File: src/rtl/mips_pkg.sv
// Shared definitions for the MIPS fetch/sequencing front end: word width,
// halt encoding and the sequencer state enumeration.
package mips_pkg;

  localparam int WORD_W = 32;

  localparam logic [WORD_W-1:0] HALT_WORD_DEFAULT = 32'hFFFF_FFFF;

  typedef enum logic [1:0] {
    IDLE  = 2'd0,
    FETCH = 2'd1,
    EXEC  = 2'd2,
    HALT  = 2'd3
  } seq_state_t;

  // Only the two low address bits decide word alignment.
  function automatic logic word_aligned(input logic [1:0] addr_lsbs);
    return addr_lsbs == 2'b00;
  endfunction

endpackage

File: src/rtl/fetch_sequencer.sv
// Instruction fetch sequencer: fetches a word at pc, lets the datapath execute
// it for one cycle, then loads the datapath's next_pc. Faults on timeout or misalignment.
module fetch_sequencer
  import mips_pkg::*;
#(
  parameter logic [WORD_W-1:0] RESET_PC  = 32'h0000_0000,
  parameter logic [WORD_W-1:0] HALT_WORD = HALT_WORD_DEFAULT,
  parameter int                MAX_WAIT  = 16
) (
  input  logic              clk,
  input  logic              rst_n,
  input  logic              start,
  output logic              imem_req,
  output logic [WORD_W-1:0] imem_addr,
  input  logic              imem_ack,
  input  logic [WORD_W-1:0] imem_rdata,
  output logic [WORD_W-1:0] instruction,
  output logic [WORD_W-1:0] currentInst,
  input  logic [WORD_W-1:0] next_pc,
  output logic              exec_valid,
  output logic              halted,
  output logic              fault,
  output logic [WORD_W-1:0] instr_count
);

  localparam int WAIT_W = (MAX_WAIT > 1) ? $clog2(MAX_WAIT) : 1;
  localparam logic [WAIT_W-1:0] WAIT_LAST = WAIT_W'(MAX_WAIT - 1);

  seq_state_t        state_reg;
  logic [WORD_W-1:0] pc_reg;
  logic [WORD_W-1:0] ir_reg;
  logic [WORD_W-1:0] count_reg;
  logic [WAIT_W-1:0] wait_cnt_reg;
  logic              imem_req_reg;
  logic              exec_valid_reg;
  logic              halted_reg;
  logic              fault_reg;

  // Output flags are registered alongside the state so each one is set on
  // the transition into the state it describes.
  always_ff @(posedge clk or negedge rst_n) begin
    if (!rst_n) begin
      state_reg      <= IDLE;
      pc_reg         <= RESET_PC;
      ir_reg         <= '0;
      count_reg      <= '0;
      wait_cnt_reg   <= '0;
      imem_req_reg   <= 1'b0;
      exec_valid_reg <= 1'b0;
      halted_reg     <= 1'b0;
      fault_reg      <= 1'b0;
    end else begin
      case (state_reg)
        IDLE: begin
          if (start) begin
            state_reg    <= FETCH;
            imem_req_reg <= 1'b1;
          end
        end

        FETCH: begin
          if (imem_ack) begin
            ir_reg       <= imem_rdata;
            wait_cnt_reg <= '0;
            imem_req_reg <= 1'b0;
            if (imem_rdata == HALT_WORD) begin
              state_reg  <= HALT;
              halted_reg <= 1'b1;
            end else begin
              state_reg      <= EXEC;
              exec_valid_reg <= 1'b1;
            end
          end else if (wait_cnt_reg == WAIT_LAST) begin
            fault_reg    <= 1'b1;
            halted_reg   <= 1'b1;
            imem_req_reg <= 1'b0;
            state_reg    <= HALT;
          end else begin
            wait_cnt_reg <= wait_cnt_reg + WAIT_W'(1);
          end
        end

        EXEC: begin
          exec_valid_reg <= 1'b0;
          if (!word_aligned(next_pc[1:0])) begin
            // A misaligned target is never committed: pc and the count stay put.
            fault_reg  <= 1'b1;
            halted_reg <= 1'b1;
            state_reg  <= HALT;
          end else begin
            pc_reg       <= next_pc;
            count_reg    <= count_reg + 32'd1;
            imem_req_reg <= 1'b1;
            state_reg    <= FETCH;
          end
        end

        HALT: begin
          if (start) begin
            pc_reg       <= RESET_PC;
            fault_reg    <= 1'b0;
            count_reg    <= '0;
            wait_cnt_reg <= '0;
            halted_reg   <= 1'b0;
            state_reg    <= IDLE;
          end
        end

        default: begin
          state_reg      <= IDLE;
          imem_req_reg   <= 1'b0;
          exec_valid_reg <= 1'b0;
          halted_reg     <= 1'b0;
        end
      endcase
    end
  end

  assign imem_req    = imem_req_reg;
  assign imem_addr   = pc_reg;
  assign instruction = ir_reg;
  assign currentInst = pc_reg + 32'd4;
  assign exec_valid  = exec_valid_reg;
  assign halted      = halted_reg;
  assign fault       = fault_reg;
  assign instr_count = count_reg;

endmodule

File: config.mk
export PLATFORM = sky130hd
export DESIGN_NAME = fetch_sequencer
export DESIGN_NICKNAME = d
export VERILOG_FILES = /design/src/rtl/mips_pkg.sv /design/src/rtl/fetch_sequencer.sv
export SDC_FILE = /design/constraint.sdc
export NUM_CORES = 1
export LEC_CHECK = 0
export CORE_MARGIN = 2
export CORE_UTILIZATION = 45
export CTS_CLUSTER_DIAMETER = 150
export DETAILED_ROUTE_END_ITERATION = 12
export PLACE_DENSITY = 0.81
export SYNTH_ARGS = -nofsm -noshare
export SYNTH_HDL_FRONTEND = slang
export SYNTH_SLANG_ARGS = --single-unit
File: constraint.sdc
create_clock -name clk -period 2.3 [get_ports clk]
set_input_delay 0.23 -clock clk [delete_from_list [all_inputs] [get_ports clk]]
set_output_delay 0.23 -clock clk [all_outputs]
set_load 0.1 [all_outputs]
=== Yosys cells after proc, flatten, opt, wreduce, memory -nomap -nowiden ===
Index checks and enable logic that the tools add are counted.

* Shift operators: 0
* Equal/unequal tests: 16
* Multipliers: 0
* Order comparisons: 0
* Multiplexer cells: 32
* $add $sub $neg: 3
* Reduce and logical (&&, ||, !) cells: 15
* Bitwise operators: 0
* Divide/modulo/power cells: 0

{| class="wikitable"
|+ Operators with widths
! cell !! count
|-
| $pmux W32 S2 || 2
|-
| $mux W32 || 3
|-
| $add A32 B1 Y32 const B || 1
|-
| $add A32 B3 Y32 const B || 1
|-
| $eq A32 B32 Y1 const B || 1
|-
| $ne A2 B2 Y1 const B || 8
|-
| $mux W1 || 13
|-
| $mux W4 || 3
|-
| $reduce_and A3 Y1 || 4
|-
| $mux W2 || 5
|-
| $reduce_and A5 Y1 || 2
|-
| $ne A3 B3 Y1 const B || 3
|-
| $pmux W1 S3 || 3
|-
| $pmux W2 S4 || 1
|-
| $pmux W4 S2 || 1
|-
| $reduce_bool A2 Y1 || 3
|-
| $reduce_bool A3 Y1 || 2
|-
| $add A4 B1 Y4 const B || 1
|-
| $eq A2 B2 Y1 const B || 2
|-
| $eq A4 B4 Y1 const B || 1
|-
| $logic_not A2 Y1 || 2
|-
| $reduce_and A4 Y1 || 1
|-
| $eq A2 B1 Y1 const B || 1
|-
| $pmux W1 S2 || 1
|-
| $reduce_and A2 Y1 || 1
|}

* Bits in latches: 0
* RAM bits: 0
* Memories: 0
* Flip-flop bits (word level): 106
* Bits in read-only memories: 0
* Output and inout bits: 132

=== Longest topological paths before layout ===
Gate-level depths: netlist of run 1.

* Depth in word-level cells: 4
* Gate-level depth with buffers: 7

=== Worst setup path before layout of run 1 ===
OpenSTA, ideal clock, no wires.

* Kind: register to output
* From: register pc_reg[2] (netlist: imem_addr[2])
* To: output port currentInst[26]
* Stages on the path, launching flop included: 6
* Arrival: 3649 ps
* Required time: 2070 ps
* Buffers on the path: 0
* Path slack: -1579 ps
* Cell sequence: dfrtp_1 -> ha_1 -> nand3_1 -> nor2_1 -> nand4_1 -> xnor2_1

* Longest elaborated chain between the ends: 1

{| class="wikitable"
|+ Ends and longest elaborated chain
! item !! RTL line !! text
|-
| start: declaration || fetch_sequencer.sv:30 || <nowiki>logic [WORD_W-1:0] pc_reg;</nowiki>
|-
| start signal: assignment || fetch_sequencer.sv:91 || <nowiki>pc_reg <= next_pc;</nowiki>
|-
| $add A32 B3 Y32 || fetch_sequencer.sv:122 || <nowiki>assign currentInst = pc_reg + 32'd4;</nowiki>
|-
| end: declaration || fetch_sequencer.sv:18 || <nowiki>output logic [WORD_W-1:0] currentInst,</nowiki>
|}

No other way between the ends.

=== Worst setup path after layout of run 1 ===
* From: register pc_reg[15] (netlist: imem_addr[15])
* To: output port currentInst[31]

The elaborated chain is that of the path after synthesis.

==> results.tsv, run 1 <==
stage	metric	value	unit
outcome	status	finished clean	
final_layout	n_fill_cell	761	
synthesis	yosys-top-cells-count	dfrtp_1, nand2_1, mux2_2, a22o_1, nand4_1	
worst_setup_path	end_kind	primary output	
worst_setup_path	crit_arrival	2050	ps
die	dieHeight	112	µm
final_layout	multi_input_area	3040	µm²
route	dr.first_iter.drc_count	463	
sta	timing.final.ws_setup	18.9	ps
worst_setup_path	crit_required	2070	ps
route	wl_per_cell	19.5	µm
synthesis	ys_seq_elements	106	
route	via_count	5044	
die	start_util	46.1	%
synthesis	synth-simple-area-share	19.1	%
global_route	grt_util_all_layers	26.9	%
sta	fin_crit	2280	ps
place	gp_congestion	0.876	
clock_network	insertion_delay	360	ps
die	rows	39	
sta	fin_skew	9.34	ps
sta	finalMaxSlewViolations	0	
worst_setup_path	crit_type	reg -> out	
sta	max_slew.worst_pin.slew	742	ps
sta	setup_viol	0	
route	ant_nets	0	
synthesis	synth_area	5290	µm²
synthesis	synth_top_area_share	50.1	%
worst_setup_path	r2r-start	state_reg[0]	
die	die_x	112	µm
worst_setup_path	crit_path_start	imem_addr[15]	
synthesis	ys.warnings.count	0	
synthesis	synthFlopType	dfrtp_1	
clock_network	cts_tree	done	
final_layout	fin_nets	789	
worst_setup_path	cpMostUsedCell	nand4_1	
sta	tns	0	ps
place	placed_cell_area	8170	µm²
global_route	grt_max_degree	58	
route	post_drt_via_cell_ratio	5.82	
clock_network	numCtsBuffers	9	
worst_hold_path	hold_class	in -> async	
synthesis	synth_edf_count	0	
final_layout	design_area	8630	µm²
route	dr.pass1.iters	5	
die	die_area	12600	µm²
synthesis	ys_types	50	
die	io_pins	200	
clock_network	cts_max_level	3	
sta	fin_crit_sh	99.2	%
synthesis	yosysMostFrequentCell	dfrtp_1	
final_layout	diodes	0	
worst_setup_path	path_buf_inv	2	
global_route	antenna_found_initial	0	
sta	finalHoldViolations	0	
worst_setup_path	critPathMaxStageDelay	470	ps
sta	relSlewSlack	49.9	%
worst_setup_path	startpoint_type	register	
worst_setup_path	r2r_setup_slack	290	ps
synthesis	synthXorXnorAreaFrac	5.46	%
flow_run	maxCapViolCount	0	
synthesis	synth_fa_ha_area_share	0.709	%
worst_setup_path	worst-path-max-fanout	11	
route	wirelength	16900	µm
synthesis	synth_nets	566	
synthesis	synth_compound_area_share	13.4	%
clock_network	clk_pin_slew	70	ps
global_route	grt_pass1_wl	26800	µm
worst_setup_path	rr_worst_depth	4	
synthesis	synth_area_per_cell	10.7	µm²
clock_network	clock_sinks	106	
synthesis	netlist_instances	495	
worst_setup_path	r2r_end	instr_count[15]	
worst_setup_path	cp_slowest_cell	dfrtp_4	
final_layout	drive_gt1_share	42.3	%
sta	whs	336	ps
global_route	grt_pass1_vias	5088	
synthesis	async_reset_ff_share	100	%
final_layout	areaGrowthSynthToFinish	63.1	%
place	place_ws	54.0	ps
sta	max_freq	0.438	GHz
synthesis	synth-seq-area-share	50.1	%
clock_network	clockBufferDepth	2	
synthesis	yosys.area.top_type	dfrtp_1	
worst_setup_path	worstPathCellList	nand4_1 -> nor3_2 -> buf_6 -> nand4_1 -> xnor2_4 -> buf_12	
die	core-area	11500	µm²
clock_network	root_buffer	clkbuf_16	
global_route	overflow	0	
place	portBuffers	199	
worst_setup_path	cp_top_family	simple AND/OR/NAND/NOR gates	
sta	rsz0062_at_grt	true	
synthesis	synthMuxAreaShare	8.54	%
place	place_hpwl	12300	µm
route	drc	0	
synthesis	synth_top_family_by_area	simple AND/OR/NAND/NOR gates	
final_layout	regArea	2760	µm²
synthesis	synth_area_leaders	dfrtp_1, mux2_2, a22o_1	
-- routing by layer --
layer  vias up  track usage, %  part of all wire [%]
li1       2313               -                     -
met1      2483            33.3                    40
met2       215            46.7                    52
met3        33            6.32                   5.8
met4         0            8.78                   2.5
met5         -               0                     0
-- worst register-to-register path, delay by kind of cell, from the launching register on --
kind	cells	cell delay (ps)
AND/OR/NAND/NOR	2	930
AO/OA/AOI/OAI	2	560
flip-flops	1	430
-- worst max-delay path by stage --
stage                 endpoint  slack [ps]  cells past startpoint
4_1_cts        currentInst[31]         -30                      6
5_1_grt        currentInst[30]        -110                      6
2_1_floorplan  currentInst[26]        -230                      5
6_report       currentInst[31]          20                      6
3_3_place_gp   instr_count[15]         130                      5
3_5_place_dp   instr_count[17]          50                      5
-- cells by family after synthesis --
| logic type | Yosys count |
|---|---|
| DFF | 106 |
| muxes | 41 |
| buffers and inverters | 34 |
| AOI/OAI and AO/OA | 97 |
| adders and majority gates | 3 |
| and+or+nand+nor | 181 |
| xor gates and xnor gates | 33 |
-- placed cells by master (no fill, tap or decap), drive strengths merged, types with 18 or more instances in the layout --
| cell type | count |
|---|---|
| a22o | 32 |
| nand3 | 23 |
| nor2 | 18 |
| clkdlybuf4s50 | 66 |
| buf | 172 |
| nand2 | 40 |
| dfrtp | 106 |
| xnor2 | 25 |
| nand4 | 28 |
| mux2 | 33 |
-- timing repair --
| action | 4_1_cts | 5_1_grt |
|---|---|---|
| pin swaps | 12 | 7 |
| endpoints found under the setup margin | 15 | 12 |
| hold buffers | 1 | 0 |
| resized for setup | 11 | 1 |
| setup buffers | 10 | 3 |
| endpoints found under the hold margin | 19 | 0 |
-- per-stage QoR --
step / util, % / instances
6_report: 75.3 / 866
5_1_grt: 75.3 / 866
4_1_cts: 75.0 / 863
3_5_place_dp: 71.3 / 836
3_3_place_gp: 71.3 / 836
2_1_floorplan: - / 495
-- area by class of cell --
cell class | instances | share of cell area [%]
clock inverter | 5 | 0.739
timing repair buffer | 239 | 26.9
inverter | 7 | 0.304
multi-input combinational | 355 | 35.2
sequential | 106 | 32.0
clock buffer | 11 | 2.70
tap | 143 | 2.07
Power of run 1 is not shown: default switching activity piles up to over one toggle a cycle in this logic, so the estimate is an artifact.
==> inputs of run 2 (changes only) <==
--- a/config.mk
+++ b/config.mk
@@ -5,10 +5,10 @@
 export SDC_FILE = /design/constraint.sdc
 export NUM_CORES = 1
 export LEC_CHECK = 0
-export CORE_MARGIN = 2
 export CORE_UTILIZATION = 45
 export CTS_CLUSTER_DIAMETER = 150
 export DETAILED_ROUTE_END_ITERATION = 12
+export GPL_ROUTABILITY_DRIVEN = 0
 export PLACE_DENSITY = 0.81
 export SYNTH_ARGS = -nofsm -noshare
 export SYNTH_HDL_FRONTEND = slang
==> run 2 against run 1 <==
  * Critical path depth stayed put
  * Cell area is 0.61% higher
  * First-iteration DRC count is 10% lower
  * Count of clock-buffer cells in the layout is 4 higher
  * Non-clock buffer count is 4 higher
  * Sequential share of layout area is 0.19 points lower
  * Die area is 3.5% lower
  * Largest cell class unchanged
  * Clock skew is 4.3 ps lower
  * Critical path type unchanged
  * Fmax is 1.3% higher
  * Cell count is 0.46% higher
  * Core utilization is 0.78 points higher
  * Worst hold slack better by 150 ps
  * Highest routed layer unchanged
==> results.tsv, run 2 (same netlist as run 1, synthesis figures left out) <==
stage	metric	value	unit	change
outcome	status	finished clean		
die	dieHeight	110	µm	-1.8%
sta	max_freq	0.444	GHz	+1.3%
place	place_ws	52.9	ps	-1.05 ps
sta	timing.final.ws_setup	47.4	ps	+28.5 ps
worst_setup_path	end_kind	primary output		
sta	relSlewSlack	45.2	%	-4.7 points
worst_setup_path	r2r-start	instr_count[15]		
sta	setup_viol	0		unchanged
clock_network	numCtsBuffers	9		unchanged
clock_network	cts_tree	done		
final_layout	n_fill_cell	737		-3.2%
route	ant_nets	0		unchanged
sta	fin_crit_sh	97.9	%	-1.2 points
die	rows	39		unchanged
clock_network	root_buffer	clkbuf_16		
worst_setup_path	path_buf_inv	2		unchanged
worst_setup_path	critPathMaxStageDelay	470	ps	about the same
die	core-area	11400	µm²	-0.42%
worst_setup_path	worst-path-max-fanout	7		-4
clock_network	clockBufferDepth	2		unchanged
sta	finalMaxSlewViolations	0		unchanged
clock_network	cts_max_level	3		unchanged
place	portBuffers	199		unchanged
sta	fin_skew	5.01	ps	-4.34 ps
worst_setup_path	cpMostUsedCell	nand4_1		
worst_setup_path	crit_type	reg -> out		
global_route	grt_pass1_wl	27100	µm	+0.85%
final_layout	diodes	0		unchanged
clock_network	clk_pin_slew	70	ps	about the same
flow_run	maxCapViolCount	0		unchanged
worst_setup_path	cp_top_family	simple AND/OR/NAND/NOR gates		
route	dr.first_iter.drc_count	416		-10%
sta	max_slew.worst_pin.slew	821	ps	+79.5 ps
route	dr.pass1.iters	5		unchanged
place	placed_cell_area	8170	µm²	unchanged
final_layout	drive_gt1_share	42.6	%	+0.32 points
sta	rsz0062_at_grt	true		
sta	finalHoldViolations	0		unchanged
worst_setup_path	worstPathCellList	nand4_1 -> nor2_1 -> buf_4 -> nand4_1 -> xnor2_4 -> buf_12		
die	die_x	110	µm	-1.8%
route	wl_per_cell	18.9	µm	-2.9%
die	die_area	12200	µm²	-3.5%
final_layout	mostFrequentLayoutCell	buf_4		
die	start_util	46.3	%	+0.20 points
route	post_drt_via_cell_ratio	5.82		about the same
global_route	grt_max_degree	57		-1.7%
worst_setup_path	r2r_setup_slack	290	ps	about the same
final_layout	final_cell_mix	buf_4, clkdlybuf4s50_1, dfrtp_1		
worst_hold_path	hold_class	in -> reg		
clock_network	clock_sinks	106		unchanged
final_layout	design_area	8680	µm²	+0.61%
global_route	antenna_found_initial	0		unchanged
worst_setup_path	crit_required	2070	ps	about the same
sta	fin_crit	2250	ps	-28.5 ps
worst_setup_path	cp_slowest_cell	dfrtp_4		
global_route	grt_util_all_layers	28.1	%	+1.2 points
route	via_count	5064		+0.40%
global_route	overflow	0		unchanged
place	place_hpwl	12100	µm	-2.4%
worst_setup_path	r2r_end	instr_count[25]		
route	drc	0		unchanged
worst_hold_path	hold-path-endpoint	imem_addr[19]		
final_layout	fin_nets	793		+0.51%
worst_hold_path	min_from	next_pc[19]		
die	io_pins	200		unchanged
global_route	grt_pass1_vias	5092		+0.079%
worst_setup_path	rr_worst_depth	4		unchanged
worst_setup_path	startpoint_type	register		
worst_setup_path	crit_arrival	2020	ps	-30 ps
worst_hold_path	holdPathStages	2		
route	wirelength	16500	µm	-2.5%
clock_network	insertion_delay	350	ps	about the same
final_layout	areaGrowthSynthToFinish	64.1	%	
==> run 2: cell types whose count changed in the layout (fill, tap and decap cells not counted) <==
cell,delta
clkinvlp_4,-1
clkinv_4,-2
nand3_1,+1
inv_6,-1
nor4_2,+1
buf_4,+4
nand3_2,-1
nor4_1,-1
clkbuf_8,+4
==> run 2: final cells by class <==
type,instances,area (µm²),share of cell area (%)
inverters,7,26.3,0.303
well taps,143,179,2.06
clock inverters,1,30.0,0.346
flip-flops and latches,106,2760,31.8
clock buffers,15,288,3.31
repair buffers,243,2350,27.1
multi-input cells,355,3040,35.0
==> run 2: timing repair <==
| item | CTS | global route |
|---|---|---|
| setup buffers | 16 | 1 |
| endpoints found under the hold margin | 54 | 0 |
| endpoints found under the setup margin | 15 | 12 |
| gates resized for setup | 8 | 4 |
| pin swaps | 8 | 11 |
| hold buffers | 1 | 0 |
==> run 2: per-stage QoR <==
step,TNS [ps],hold WS [ps],utilization [%],std cells
final,0,481,76.0,870
after floorplan,-1780,-65.6,-,495
after global placement,0,338,71.6,836
after global routing,-530,481,76.0,870
after detailed placement,0,343,71.6,836
after CTS,0,472,75.8,869
==> run 2: worst max path at each step <==
stage | from | end | cells after the start
floorplan | imem_addr[3] | currentInst[26] | 5
global placement | next_pc[1] | instr_count[15] | 5
detailed placement | next_pc[1] | instr_count[15] | 5
CTS | imem_addr[2] | currentInst[24] | 7
global route | imem_addr[5] | currentInst[19] | 6
finish | imem_addr[5] | currentInst[19] | 6
==> run 2: per-layer routing <==
| layer | GRT usage (%) | share of wire (%) |
|---|---|---|
| met3 | 7.03 | 6.6 |
| met5 | 0 | 0 |
| met1 | 34.5 | 40 |
| met4 | 10.8 | 2.3 |
| met2 | 47.4 | 51 |
==> run 2: worst reg2reg max path: stages (launching register included) <==
cell	delay, ps
dfrtp_2	420
and4_1	300
nand4_1	420
nor4_1	570
mux2i_1	230
Power of run 2 is left out for the same reason.
==> inputs of run 3 (changes only) <==
--- a/config.mk
+++ b/config.mk
@@ -6,7 +6,7 @@
 export NUM_CORES = 1
 export LEC_CHECK = 0
 export CORE_UTILIZATION = 45
-export CTS_CLUSTER_DIAMETER = 150
+export CTS_CLUSTER_DIAMETER = 120
 export DETAILED_ROUTE_END_ITERATION = 12
 export GPL_ROUTABILITY_DRIVEN = 0
 export PLACE_DENSITY = 0.81
==> results of run 3 <==
Final layout, timing and power as in run 2 (identical DEF).
Power of run 3 is left out for the same reason.
